`src/rtl/apb_sd_spi_ctrl_if.sv`:
```
// APB3 bus bundle for the SD-card SPI controller.
interface apb_sd_spi_ctrl_if;
  logic [7:0]  paddr;
  logic        psel;
  logic        penable;
  logic        pwrite;
  logic [31:0] pwdata;
  logic [31:0] prdata;
  logic        pready;

  modport master (output paddr, psel, penable, pwrite, pwdata, input prdata, pready);
  modport slave  (input paddr, psel, penable, pwrite, pwdata, output prdata, pready);
endinterface

```
`src/rtl/apb_sd_spi_ctrl.sv`:
```
// APB3 slave that sequences SD-card SPI pins (mode 0, MSB first): up to 32 bits per
// transfer, divided SCK, MISO shifted into a right-aligned receive word.
module apb_sd_spi_ctrl #(
  parameter int unsigned      DIV_W     = 8,
  parameter logic [DIV_W-1:0] DIV_RESET = DIV_W'(62)
) (
  input  logic                clk,
  input  logic                reset,
  apb_sd_spi_ctrl_if.slave    apb,
  output logic                spi_sck,
  output logic                spi_mosi,
  output logic                spi_cs_n,
  input  logic                spi_miso,
  output logic                irq_done
);

  localparam int unsigned CNT_W = 6;
  localparam int unsigned BI_W  = 5;

  typedef enum logic [1:0] {IDLE, LOW, HIGH} state_t;

  state_t             state, state_nx;
  logic [DIV_W-1:0]   div_q, div_nx, dc_q, dc_nx;
  logic               cs_q, cs_nx, irq_en_q, irq_en_nx;
  logic [31:0]        tx_q, tx_nx, rx_q, rx_nx;
  logic [CNT_W-1:0]   cnt_q, cnt_nx;
  logic [BI_W-1:0]    bi_q, bi_nx;
  logic               done_q, done_nx, err_q, err_nx;
  logic               sck_q, sck_nx, mosi_q, mosi_nx;
  logic               cs_n_q, irq_q;

  logic               done_set, done_clr, err_set, err_clr;
  logic               wr, wr_ctrl, wr_tx, wr_cnt, wr_status;
  logic [2:0]         idx;
  logic [CNT_W-1:0]   cnt_n;
  logic               cnt_ok, busy;
  logic [BI_W-1:0]    start_bi, bi_dec;
  logic               unused_ok;

  assign idx       = apb.paddr[4:2];
  assign wr        = apb.psel & apb.penable & apb.pwrite;
  assign wr_ctrl   = wr && (idx == 3'd0);
  assign wr_tx     = wr && (idx == 3'd1);
  assign wr_cnt    = wr && (idx == 3'd2);
  assign wr_status = wr && (idx == 3'd3);
  assign cnt_n     = apb.pwdata[CNT_W-1:0];
  assign cnt_ok    = (cnt_n != '0) && (cnt_n <= CNT_W'(32));
  assign busy      = (state != IDLE);
  assign start_bi  = BI_W'(cnt_n - CNT_W'(1));
  assign bi_dec    = bi_q - BI_W'(1);
  assign unused_ok = &{1'b0, apb.paddr[7:5], apb.paddr[1:0]};

  // Register writes and the SCK/shift sequencer
  always_comb begin
    state_nx  = state;
    div_nx    = div_q;
    cs_nx     = cs_q;
    irq_en_nx = irq_en_q;
    tx_nx     = tx_q;
    rx_nx     = rx_q;
    cnt_nx    = cnt_q;
    dc_nx     = dc_q;
    bi_nx     = bi_q;
    sck_nx    = sck_q;
    mosi_nx   = mosi_q;
    done_set  = 1'b0;
    done_clr  = 1'b0;
    err_set   = 1'b0;
    err_clr   = 1'b0;

    // cs/irq_en always writable; an attempted divider change mid-transfer is an error
    if (wr_ctrl) begin
      cs_nx     = apb.pwdata[8];
      irq_en_nx = apb.pwdata[9];
      if (!busy)
        div_nx = apb.pwdata[DIV_W-1:0];
      else if (apb.pwdata[DIV_W-1:0] != div_q)
        err_set = 1'b1;
    end
    if (wr_tx) begin
      if (busy) err_set = 1'b1;
      else      tx_nx   = apb.pwdata;
    end
    if (wr_status) begin
      done_clr = apb.pwdata[1];
      err_clr  = apb.pwdata[2];
    end
    if (wr_cnt && (busy || !cnt_ok))
      err_set = 1'b1;

    case (state)
      IDLE: begin
        if (wr_cnt && cnt_ok) begin
          state_nx = LOW;
          cnt_nx   = cnt_n;
          bi_nx    = start_bi;
          mosi_nx  = tx_q[start_bi];
          rx_nx    = '0;
          dc_nx    = div_q;
        end
      end
      LOW: begin
        if (dc_q == '0) begin
          sck_nx   = 1'b1;
          rx_nx    = {rx_q[30:0], spi_miso};
          dc_nx    = div_q;
          state_nx = HIGH;
        end else begin
          dc_nx = dc_q - DIV_W'(1);
        end
      end
      HIGH: begin
        if (dc_q == '0) begin
          sck_nx = 1'b0;
          cnt_nx = cnt_q - CNT_W'(1);
          if (bi_q == '0) begin
            state_nx = IDLE;
            done_set = 1'b1;
            mosi_nx  = 1'b1;
          end else begin
            bi_nx    = bi_dec;
            mosi_nx  = tx_q[bi_dec];
            dc_nx    = div_q;
            state_nx = LOW;
          end
        end else begin
          dc_nx = dc_q - DIV_W'(1);
        end
      end
      default: state_nx = IDLE;
    endcase

    // A completion in the same cycle as a W1C keeps done set
    done_nx = (done_q & ~done_clr) | done_set;
    err_nx  = (err_q & ~err_clr) | err_set;
  end

  always_ff @(posedge clk or posedge reset) begin
    if (reset) begin
      state    <= IDLE;
      div_q    <= DIV_RESET;
      cs_q     <= 1'b0;
      irq_en_q <= 1'b0;
      tx_q     <= '0;
      rx_q     <= '0;
      cnt_q    <= '0;
      dc_q     <= '0;
      bi_q     <= '0;
      done_q   <= 1'b0;
      err_q    <= 1'b0;
      sck_q    <= 1'b0;
      mosi_q   <= 1'b1;
      cs_n_q   <= 1'b1;
      irq_q    <= 1'b0;
    end else begin
      state    <= state_nx;
      div_q    <= div_nx;
      cs_q     <= cs_nx;
      irq_en_q <= irq_en_nx;
      tx_q     <= tx_nx;
      rx_q     <= rx_nx;
      cnt_q    <= cnt_nx;
      dc_q     <= dc_nx;
      bi_q     <= bi_nx;
      done_q   <= done_nx;
      err_q    <= err_nx;
      sck_q    <= sck_nx;
      mosi_q   <= mosi_nx;
      cs_n_q   <= ~cs_nx;
      irq_q    <= done_nx & irq_en_nx;
    end
  end

  // Read mux; unmapped addresses read all-ones
  always_comb begin
    apb.prdata = '1;
    case (idx)
      3'd0:    apb.prdata = {22'd0, irq_en_q, cs_q, 8'(div_q)};
      3'd1:    apb.prdata = tx_q;
      3'd2:    apb.prdata = {26'd0, cnt_q};
      3'd3:    apb.prdata = {29'd0, err_q, done_q, busy};
      3'd4:    apb.prdata = rx_q;
      default: apb.prdata = '1;
    endcase
  end

  assign apb.pready = 1'b1;
  assign spi_sck    = sck_q;
  assign spi_mosi   = mosi_q;
  assign spi_cs_n   = cs_n_q;
  assign irq_done   = irq_q;

endmodule
```
`src/flat_wrapper.sv`:
```
// flat-port wrapper written by rule: the top's interface ports become plain ports
module apb_sd_spi_ctrl_flat 
#(
  parameter int unsigned      DIV_W     = 8,
  parameter logic [DIV_W-1:0] DIV_RESET = DIV_W'(62)
)
  (clk, reset, spi_sck, spi_mosi, spi_cs_n, spi_miso, irq_done, apb_paddr, apb_psel, apb_penable, apb_pwrite, apb_pwdata, apb_prdata, apb_pready);
  apb_sd_spi_ctrl_if apb_i ();
  input  logic clk;
  input  logic reset;
  output logic spi_sck;
  output logic spi_mosi;
  output logic spi_cs_n;
  input  logic spi_miso;
  output logic irq_done;
  input wire logic [$bits(apb_i.paddr)-1:0] apb_paddr;
  input wire logic [$bits(apb_i.psel)-1:0] apb_psel;
  input wire logic [$bits(apb_i.penable)-1:0] apb_penable;
  input wire logic [$bits(apb_i.pwrite)-1:0] apb_pwrite;
  input wire logic [$bits(apb_i.pwdata)-1:0] apb_pwdata;
  output wire logic [$bits(apb_i.prdata)-1:0] apb_prdata;
  output wire logic [$bits(apb_i.pready)-1:0] apb_pready;
  assign apb_i.paddr = apb_paddr;
  assign apb_i.psel = apb_psel;
  assign apb_i.penable = apb_penable;
  assign apb_i.pwrite = apb_pwrite;
  assign apb_i.pwdata = apb_pwdata;
  assign apb_prdata = apb_i.prdata;
  assign apb_pready = apb_i.pready;
  apb_sd_spi_ctrl #(.DIV_W(DIV_W), .DIV_RESET(DIV_RESET)) u_core (.clk(clk), .reset(reset), .apb(apb_i), .spi_sck(spi_sck), .spi_mosi(spi_mosi), .spi_cs_n(spi_cs_n), .spi_miso(spi_miso), .irq_done(irq_done));
endmodule
```
`config.mk`:
```
export PLATFORM = sky130hd
export DESIGN_NAME = apb_sd_spi_ctrl_flat
export DESIGN_NICKNAME = d
export VERILOG_FILES = /design/src/rtl/apb_sd_spi_ctrl_if.sv /design/src/rtl/apb_sd_spi_ctrl.sv /design/src/flat_wrapper.sv
export SDC_FILE = /design/constraint.sdc
export NUM_CORES = 1
export LEC_CHECK = 0
export ABC_AREA = 1
export ABC_CLOCK_PERIOD_IN_PS = 8900
export CAP_MARGIN = 5
export CORE_MARGIN = 2
export CORE_UTILIZATION = 30
export DETAILED_ROUTE_END_ITERATION = 7
export SLEW_MARGIN = 20
export SYNTH_ARGS = -nofsm -noshare
export SYNTH_HDL_FRONTEND = slang
export SYNTH_SLANG_ARGS = --single-unit
```
`constraint.sdc`:
```
create_clock -name clk -period 8.9 [get_ports clk]
set_input_delay 1.335 -clock clk [delete_from_list [all_inputs] [get_ports clk]]
set_output_delay 1.335 -clock clk [all_outputs]
set_load 0.02 [all_outputs]
```
* Yosys cells after proc, flatten, opt, wreduce, memory -nomap -nowiden
Cells that the tools add are included.
Storage, ports and cells: output and inout port bits 37, bits in registers 101
Operators by class: add/sub/neg operators 4, reductions and logical operators 27, multiplexer cells 45, bitwise operators 11, order comparisons 3, eq/ne operators 12
Operators by type and width (number):
- case mux 32 bit (5 select lines) | 1
- 2-to-1 mux 32 bit | 2
- case mux 32 bit (2 select lines) | 1
- 2-to-1 mux 8 bit | 4
- case mux 8 bit (3 select lines) | 1
- 2-to-1 mux 1 bit | 21
- 2-to-1 mux 5 bit | 3
- AND reduction 3 bit | 5
- less-than comparator 5 x 6 -> 1 bit (second input constant) | 2
- 2-to-1 mux 6 bit | 2
- case mux 6 bit (2 select lines) | 1
- binary-select mux 1 bit (select 5 bit) | 2
- case mux 5 bit (2 select lines) | 1
- subtractor 5 x 1 -> 5 bit (second input constant) | 2
- zero test 8 bit | 1
- inequality test 8 bit | 1
- nonzero test 2 bit | 4
- subtractor 8 x 1 -> 8 bit (second input constant) | 1
- logical AND 1 bit | 7
- == test 3 x 2 -> 1 bit (second input constant) | 2
- less-or-equal comparator 6 bit (second input constant) | 1
- 2-to-1 mux 2 bit | 3
- inequality test 2 x 1 -> 1 bit (second input constant) | 3
- case mux 2 bit (3 select lines) | 1
- 20 further kinds | 30

* Longest topological paths before layout
depth after elaboration 8, gate-level depth with buffers 14, depth with buffers taken out 12

* Worst setup path before layout
No wires, ideal clock.
path kind input -> output, start point in apb_paddr[3], end point out apb_prdata[10], buffers on the path 1, cell stages on the path 6, required time 7565 ps, slack 5029 ps, data arrival time 2536 ps, path through nor2_1 inv_1 nor2_1 clkinv_1 buf_2 o221ai_1
On the way: cells in the longest elaborated chain, start to end 2, elaborated cells between the ends (all ways) 6
RTL lines:
- start, declared | RTL line flat_wrapper.sv:16 | input wire logic [$bits(apb_i.paddr)-1:0] apb_paddr;
- == test 3 bit (tied with other cells) | RTL line apb_sd_spi_ctrl.sv:177 | case (idx)
- case mux 32 bit (5 select lines) (*) | RTL line apb_sd_spi_ctrl.sv:177
- end, declared | RTL line flat_wrapper.sv:21 | output wire logic [$bits(apb_i.prdata)-1:0] apb_prdata;
Mark *: on every way between the ends. The rest lies on a longest branch, timed or not.

* Final worst setup path
start point in apb_paddr[4], end point out apb_prdata[3]
The elaborated chain is that of the path after synthesis.

==> results.md <==
- Status: finished, final reports clean
- Clk buf depth: 2
- Post-synth EDFFs: 0
- Worst Hold Class: flip-flop to flip-flop
- Via count: 5,397
- Die W: 143 um
- Setup Slack @ Placement: 3340 ps
- Site Rows: 51
- Post-CTS setup buffers: 0
- CTS Hold Bufs: 0
- Synth area leader: dfrtp_1
- TritonCTS buffer count: 9
- Setup CP Type: input port to output pin
- Fillcell total: 2,066
- Lkg Pwr: 3.12 nW
- Mapped Avg Cell Area: 7.85 sq um
- Pre-antenna DRT Iters: 5
- Yosys top cell area share: 40.3%
- GRT Overall Usage: 17.8%
- # diodes: 0
- Largest net degree at the start of global routing: 64
- H-tree levels: 3
- Clock sink count: 101
- Worst Hold Path Cells: 2
- Cell mode on critical path: clkdlybuf4s50_1
- Synth top cells by count: nand2_1, inv_1, dfrtp_1
- Worst slew margin: 39.7%
- Post-Syn Nets: 800
- Count leader, synth: nand2_1
- Layout cells sized above 1: 7.09%
- Root Buffer: clkbuf_16
- CTS tree: yes
- I/O pin total: 83
- Die H: 143 um
- DRC errors left: 0
- Overflow after GRT: 0
- WL final: 17,600 um
- Crit path depth: 6
- Buf/Inv on CP: 4
- CP max-delay cell: clkinv_1
- Minimum clock period: 5560 ps
- Hpwl dp: 12,700 um
- Final cell count without fillers: 1,069
- Mapped cell area: 5830 sq um
- Final hold viol count: 0
- GP Congestion: 0.863
- Synth area leaders: dfrtp_1, nand2_1, inv_1, nand3_1, o21ai_0
- Final clock skew: 12.6 ps
- Worst R2R Path Depth: 11
- DRT antenna net count: 0
- Nets: 856
- Sequential Area: 2540 sq um
- Critical path data arrival time: 4220 ps
- CTS clk-pin slew, worst paths: 70 ps
- Most used DFF post-synth: dfrtp_1
- Async SR Flop Fraction: 100%
- Crit-path cells: clkdlybuf4s50_1, inv_2, nor2_1, clkinv_1, o221ai_1, clkdlybuf4s50_1
- RSZ-0062 raised after global routing: no
- CORE AREA: 19,300 sq um
- Flops & latches, synth: 101
- Final Slew Violations: 0
- Initial antenna violation count: 0
- Final setup violation count: 0
- Clk Latency, worst-skew pair: 360 ps
- First DRT Iteration DRCs: 483
- Sequential share of the synthesized area: 43.5%
- Critical Path Max Stage Delay: 690 ps
- Average routed wire per standard cell: 16.4 um
- Fin util: 36.8%
- Post-synthesis cell type count: 43
- CP Capture Type: output pin
- First-pass GRT wire length: 28,200 um
- Max IR drop VDD: 0.124 mV
- Setup ws final: 3340 ps
- PortBufs: 76
- Initial Util: 30.3%
- Post_cts resized: 0
- Area Overhead vs Synth: 21.7%
- Die area: 20,600 sq um
- Achievable Freq: 180 MHz
- Max Cap Viol: 0
- Power Density: 296 nW/um^2
- Via/cell ratio: 5.05
- Vias in the first global route: 5,116
- Startpoint Class: input port
- Yosys warns: 0
- Period utilization: 62.4%
- Worst Path Required: 7570 ps
- # placed instances: 1,053
- Multi-input logic area: 2690 sq um
- Cell count after synthesis: 743
- CP max FO: 27
- Top delay family on crit path: buffers and inverters
- TNS Setup: 0 ps
- Worst-Margin Slew: 902 ps
## placed cells by master, fill, tap and decap left out, types with 3 or more instances in the layout
master and n:
o22ai_1 40, nor2_1 41, a21oi_1 39, nand4_1 6
ha_1 11, nor2_2 6, nand2_2 5, xor2_1 4
nand2_1 149, inv_1 104, inv_2 5, xnor2_1 12
clkdlybuf4s50_1 76, clkinv_1 4, o221ai_1 23, clkbuf_16 9
buf_4 3, nand3_1 59, nand3_2 4, a221oi_1 3
o211ai_1 9, o21ai_0 56, dfrtp_1 94, dfstp_2 7
nor3_1 4
## worst reg2reg max path, stage by stage, from the launching register on
cell and delay [ps]:
dfrtp_1 750, clkinv_1 650, ha_1 730, clkinv_1 380, nand3_1 230, nand3_1 100
nand3_1 90, nand2_1 70, nand2_1 60, nand3_1 70, nand2_1 90, nand2_1 50
## power by group
| group | switching [mW] | total, mW | internal [mW] |
|---|---|---|---|
| sequential | 0.0920 | 0.679 | 0.587 |
| combinational | 0.653 | 0.993 | 0.341 |
| clock | 0.195 | 0.429 | 0.234 |
## final cells by class
cell class | instances | share of cell area (%)
clock inverter | 6 | 1.22
multi-input combinational | 494 | 37.9
sequential | 101 | 35.7
timing repair buffer | 79 | 11.0
inverter | 114 | 6.06
tap | 265 | 4.67
clock buffer | 10 | 3.37
## final timing paths
kind	from	to	slack, ps
worst max-delay path	apb_paddr[4]	apb_prdata[3]	3340
worst min-delay path	u_core.spi_mosi$_DFFE_PP1P_	u_core.spi_mosi$_DFFE_PP1P_	480
worst max register to register	u_core.bi_q[0]$_DFFE_PP0P_	u_core.spi_mosi$_DFFE_PP1P_	5550
worst min register to register	u_core.spi_mosi$_DFFE_PP1P_	u_core.spi_mosi$_DFFE_PP1P_	480
max in group asynchronous	reset	u_core.cnt_q[4]$_DFFE_PP0P_	6360
min in group asynchronous	reset	u_core.bi_q[2]$_DFFE_PP0P_	1420
## stage by stage
stage	instance area, sq um	hold slack [ps]	power [mW]
after CTS	7100	488	2.10
final	7100	476	2.10
after global routing	7100	518	2.26
after floorplan	5830	432	1.40
after global placement	6770	465	1.65
after detailed placement	6770	473	1.67
## metal layers
layer	GRT usage [%]	vias to the layer above	part of all wire [%]
li1	-	2599	-
met1	26.5	2611	49
met2	26.8	172	44
met3	2.40	15	5.3
met4	5.06	0	1.5
met5	0	-	0
## sequential cells by signal, summed over array words and instances, names as in the netlist
register	cells
u_core.cnt_q	6
u_core.state	2
u_core.div_q	8
u_core.bi_q	5
u_core.irq_en_q	1
u_core.done_q	1
u_core.spi_mosi	1
u_core.dc_q	8
u_core.spi_cs_n	1
u_core.err_q	1
u_core.irq_done	1
u_core.cs_q	1
u_core.spi_sck	1
u_core.rx_q	32
u_core.tx_q	32
## cell families (layout without fill, tap and decap cells)
group	after synthesis	after routing	synth area share, %
AO/OA/AOI/OAI	182	182	19.4
multiplexers	2	2	0.365
adder cells (fa/ha/maj)	11	11	2.36
AND/OR/NAND/NOR	282	282	21.6
buffers and inverters	148	209	10.4
XOR/XNOR	16	16	2.40
other	1	1	0.0643
flip-flops	101	101	43.5
Power figures use the tool's default switching activity.
